===== src/rtl/cnn_pkg.sv =====
// Shared pixel type, default width and window tap indexing for the CNN line-buffer blocks.
package cnn_pkg;

    localparam int unsigned DATA_W_DEFAULT = 8;

    typedef logic [DATA_W_DEFAULT-1:0] pixel_t;

    // Chain entry holding window element (i,j) once the window's newest pixel has entered entry 0.
    function automatic int unsigned tap_idx(
        input int unsigned i,
        input int unsigned j,
        input int unsigned k,
        input int unsigned img_w
    );
        return (k - 1 - i) * img_w + (k - 1 - j);
    endfunction

endpackage


===== src/rtl/tap_shift_reg.sv =====
// Enabled DATA_W x DEPTH shift register; entry 0 takes the new word and every entry is tapped.
module tap_shift_reg #(
    parameter int unsigned DATA_W = 8,
    parameter int unsigned DEPTH  = 4
) (
    input  logic                    clock,
    input  logic                    reset,
    input  logic                    shift_en,
    input  logic [DATA_W-1:0]       shift_in,
    output logic [DEPTH*DATA_W-1:0] taps
);

    logic [DEPTH*DATA_W-1:0] chain;

    always_ff @(posedge clock or negedge reset) begin
        if (!reset) begin
            chain <= '0;
        end else if (shift_en) begin
            chain <= {chain[(DEPTH-1)*DATA_W-1:0], shift_in};
        end
    end

    assign taps = chain;

endmodule


===== src/rtl/conv_window_buffer.sv =====
// Raster-stream KxK window generator: line buffer chain, position counters and registered window output.
module conv_window_buffer
    import cnn_pkg::*;
#(
    parameter int unsigned DATA_W = DATA_W_DEFAULT,
    parameter int unsigned IMG_W  = 8,
    parameter int unsigned IMG_H  = 8,
    parameter int unsigned K      = 3
) (
    input  logic                       clock,
    input  logic                       reset,
    input  logic                       in_valid,
    input  logic                       in_sof,
    input  logic [DATA_W-1:0]          in_data,
    output logic                       win_valid,
    output logic [K*K*DATA_W-1:0]      win_data,
    output logic [$clog2(IMG_H)-1:0]   win_row,
    output logic [$clog2(IMG_W)-1:0]   win_col,
    output logic                       frame_done
);

    localparam int unsigned COL_W = $clog2(IMG_W);
    localparam int unsigned ROW_W = $clog2(IMG_H);
    localparam int unsigned DEPTH = (K - 1) * IMG_W + K;
    localparam int unsigned WIN_W = K * K * DATA_W;

    logic [COL_W-1:0]        col, col_next, pos_col;
    logic [ROW_W-1:0]        row, row_next, pos_row;
    logic [DEPTH*DATA_W-1:0] taps;
    logic [DEPTH*DATA_W-1:0] shifted;
    logic [DATA_W-1:0]       oldest_tap_unused;
    logic [WIN_W-1:0]        window;
    logic                    at_window;
    logic                    at_last;

    tap_shift_reg #(
        .DATA_W (DATA_W),
        .DEPTH  (DEPTH)
    ) u_chain (
        .clock    (clock),
        .reset    (reset),
        .shift_en (in_valid),
        .shift_in (in_data),
        .taps     (taps)
    );

    // The window is taken from the chain as it will look after this pixel shifts in,
    // which keeps latency at one cycle; the oldest entry is therefore never read.
    assign shifted           = {taps[(DEPTH-1)*DATA_W-1:0], in_data};
    assign oldest_tap_unused = taps[DEPTH*DATA_W-1 -: DATA_W];

    for (genvar i = 0; i < K; i++) begin : g_win_row
        for (genvar j = 0; j < K; j++) begin : g_win_col
            localparam int unsigned TAP = tap_idx(i, j, K, IMG_W);
            assign window[(i*K+j)*DATA_W +: DATA_W] = shifted[TAP*DATA_W +: DATA_W];
        end
    end

    // Position of the incoming pixel and the counter advance; in_sof forces (0,0).
    always_comb begin
        pos_col   = in_sof ? '0 : col;
        pos_row   = in_sof ? '0 : row;
        at_window = (pos_row >= ROW_W'(K - 1)) && (pos_col >= COL_W'(K - 1));
        at_last   = (pos_row == ROW_W'(IMG_H - 1)) && (pos_col == COL_W'(IMG_W - 1));
        col_next  = pos_col + COL_W'(1);
        row_next  = pos_row;
        if (pos_col == COL_W'(IMG_W - 1)) begin
            col_next = '0;
            row_next = (pos_row == ROW_W'(IMG_H - 1)) ? '0 : pos_row + ROW_W'(1);
        end
    end

    always_ff @(posedge clock or negedge reset) begin
        if (!reset) begin
            col        <= '0;
            row        <= '0;
            win_valid  <= 1'b0;
            frame_done <= 1'b0;
            win_data   <= '0;
            win_row    <= '0;
            win_col    <= '0;
        end else begin
            win_valid  <= in_valid && at_window;
            frame_done <= in_valid && at_window && at_last;
            if (in_valid) begin
                col <= col_next;
                row <= row_next;
                if (at_window) begin
                    win_data <= window;
                    win_row  <= pos_row;
                    win_col  <= pos_col;
                end
            end
        end
    end

endmodule


===== config.mk =====
export PLATFORM = sky130hd
export DESIGN_NAME = conv_window_buffer
export DESIGN_NICKNAME = d
export VERILOG_FILES = /design/src/rtl/cnn_pkg.sv /design/src/rtl/tap_shift_reg.sv /design/src/rtl/conv_window_buffer.sv
export SDC_FILE = /design/constraint.sdc
export NUM_CORES = 1
export LEC_CHECK = 0
export CAP_MARGIN = 20
export CORE_MARGIN = 5
export CORE_UTILIZATION = 60
export DETAILED_ROUTE_END_ITERATION = 12
export DONT_BUFFER_PORTS = 1
export PLACE_DENSITY = 0.76
export SLEW_MARGIN = 20
export SYNTH_ARGS = -nofsm -noshare
export SYNTH_HDL_FRONTEND = slang
export SYNTH_SLANG_ARGS = --single-unit

===== constraint.sdc =====
create_clock -name clock -period 5.03 [get_ports clock]
set_input_delay 1.2575 -clock clock [delete_from_list [all_inputs] [get_ports clock]]
set_output_delay 1.2575 -clock clock [all_outputs]
set_load 0.01 [all_outputs]

==> results.sh <==
export IMPL_timing_hold_ws_ns=0.460
export IMPL_grt_setup_unrepaired="no"
export IMPL_io_buffers=0
export IMPL_ios=92
export IMPL_grt_ovfl_total=0
export IMPL_synth_seq_area_share_pct=65.5
export IMPL_rows=44
export IMPL_p_leak_nw=4.56
export IMPL_gr_usage_all_layers_pct=15.6
export IMPL_hold_buffers=0
export IMPL_synth_ff_type="dfrtp_1"
export IMPL_netlist_cell_type_count=26
export IMPL_synth_nets=533
export IMPL_yosys_top_cells_area="dfrtp_1 66%, mux2_2 25%, mux2_4 4.4%"
export IMPL_syn_area_mm2=0.00878
export IMPL_required_ns=5.41
export IMPL_die_w_um=131
export IMPL_setup_viol=0
export IMPL_fin_crit_sh_pct=56.3
export IMPL_p_total_w=0.00491
export IMPL_grt_first_pass_wirelength_um=21800
export IMPL_dr_pass1_iters=4
export IMPL_post_dp_cell_area_mm2=0.00885
export IMPL_synth_edf_count=0
export IMPL_ctsResizeCount=0
export IMPL_via_count=3988
export IMPL_grt_max_degree=231
export IMPL_slew_headroom_pct=40.8
export IMPL_drc_errors=0
export IMPL_status="completed"
export IMPL_path_clk_slew_ns=0.06
export IMPL_num_nets_final=534
export IMPL_dp_hpwl_um=7720
export IMPL_die_area_mm2=0.0172
export IMPL_wirelength_um=13000
export IMPL_insertion_delay_ns=0.50
export IMPL_r2r_slack_ns=2.59
export IMPL_hold_viol_final=0
export IMPL_worst_slew_pin_slew_ns=0.887
export IMPL_wl_per_cell_um=18.1
export IMPL_crit_type="input port to flip-flop"
export IMPL_r2r_end="win_data[44]"
export IMPL_cts_buffers=23
export IMPL_start_util_pct=60.9
export IMPL_crit_path_start_kind="input port"
export IMPL_fillCellCount=973
export IMPL_gp_congestion=0.724
export IMPL_core_area_mm2=0.0144
export IMPL_synth_warnings=0
export IMPL_worstPathArrival_ns=3.21
export IMPL_rr_startpoint="row[1]"
export IMPL_worst_r2r_path_depth=6
export IMPL_antennaDiodeCount=0
export IMPL_design_area_mm2=0.00970
export IMPL_synth_seq_cells=230
export IMPL_drive_gt1_share_pct=49.2
export IMPL_path_max_fanout=48
export IMPL_end_kind="flip-flop"
export IMPL_synth_most_common_cell="dfrtp_1"
export IMPL_die_h_um=131
export IMPL_power_density_mw_per_mm2=506
export IMPL_antenna_left=0
export IMPL_holdCritPathClass="input port to async pin"
export IMPL_area_delta_synth_final_pct=10.4
export IMPL_clock_skew_ns=0.00940
export IMPL_max_freq_mhz=353
export IMPL_fin_util_pct=67.2
export IMPL_async_flop_share_pct=100
export IMPL_synthTopCellsByCount="230 x dfrtp_1, 192 x mux2_2, 26 x mux2_4"
export IMPL_maxCapViolCount=0
export IMPL_slew_viol_final=0
export IMPL_irDropWorstVdd_v=0.000301
export IMPL_synth_largest_area_cell="dfrtp_1"
export IMPL_viasPerCell=5.56
export IMPL_cts_tree="built"
export IMPL_syn_inst=515
export IMPL_cts_root_buf="clkbuf_16"
export IMPL_cts_buffer_depth=3
export IMPL_syn_area_per_cell_um2=17.1
export IMPL_period_needed_ns=2.83
export IMPL_clock_sinks=230
export IMPL_grt_pass1_vias=4260
export IMPL_htreeDepth=1
export IMPL_drt_iter0_drc=210
export IMPL_yosys_area_top_type_share_pct=65.5
export IMPL_setup_tns_ns=0
export IMPL_cts_setup_buffers=0
export IMPL_antenna_found_initial=0
report_power, final:
group,total [W],switching [W],internal [W]
Combinational,0.000477,0.000113,0.000364
Clock,0.00184,0.000673,0.00117
Sequential,0.00259,0.000273,0.00231
layer usage:
| layer | vias up | wire, um | track usage, % | part of all wire, % |
|---|---|---|---|---|
| li1 | 1821 | - | - | - |
| met4 | 0 | 246 | 4.11 | 1.9 |
| met3 | 19 | 772 | 4.88 | 5.9 |
| met2 | 75 | 6330 | 25.3 | 49 |
| met5 | - | 0 | 0 | 0 |
| met1 | 2073 | 5660 | 20.5 | 44 |
registers in the layout, indices dropped and copies added, names as in the netlist:
register      count
win_col           3
col               3
win_row           3
win_data         72
u_chain.taps    144
win_valid         1
frame_done        1
row               3
metrics by stage:
step	setup WS (ns)	instances
6_report	2.20	717
2_1_floorplan	2.12	515
4_1_cts	2.22	717
3_5_place_dp	1.69	675
5_1_grt	2.14	717
3_3_place_gp	1.77	675
worst max path at each step:
stage,endpoint,start,slack [ns],cells past startpoint
after floorplan,win_data[61],in_sof,2.12,7
after global placement,win_data[38],in_sof,1.77,6
after detailed placement,win_data[37],in_sof,1.69,6
after CTS,win_data[27],in_sof,2.22,6
after global routing,win_data[36],in_sof,2.14,6
final,win_data[44],in_sof,2.20,6
critical path: stages:
cell       delay (ns)
nand2b_1         0.16
ha_1             0.23
or3_1            0.42
o2111ai_4        0.12
buf_4            0.57
mux2_2           0.41
final cells by class:
| cell class | instances | area [um2] | area share, % |
|---|---|---|---|
| flip-flops and latches | 230 | 5760 | 59.4 |
| inverters | 5 | 18.8 | 0.194 |
| well taps | 184 | 230 | 2.37 |
| clock inverters | 12 | 189 | 1.95 |
| repair buffers | 1 | 7.51 | 0.0774 |
| clock buffers | 30 | 652 | 6.72 |
| multi-input cells | 255 | 2840 | 29.3 |
cell usage in the layout (no fill, tap or decap), types with 4 or more instances in the layout:
cell type  count
bufinv_16      5
clkbuf_16     23
clkbuf_8       5
clkinv_2       6
dfrtp_1      230
ha_1           6
inv_1          4
mux2_2       192
mux2_4        26
o21ai_0        4
kinds of logic after synthesis:
group | Yosys count | synth area share [%]
muxes | 221 | 29.5
DFF | 230 | 65.5
buffers and inverters | 30 | 2.08
AOI/OAI and AO/OA | 11 | 0.998
and+or+nand+nor | 17 | 1.07
adders and majority gates | 6 | 0.855
No activity file was read; power rests on OpenSTA's default activity.
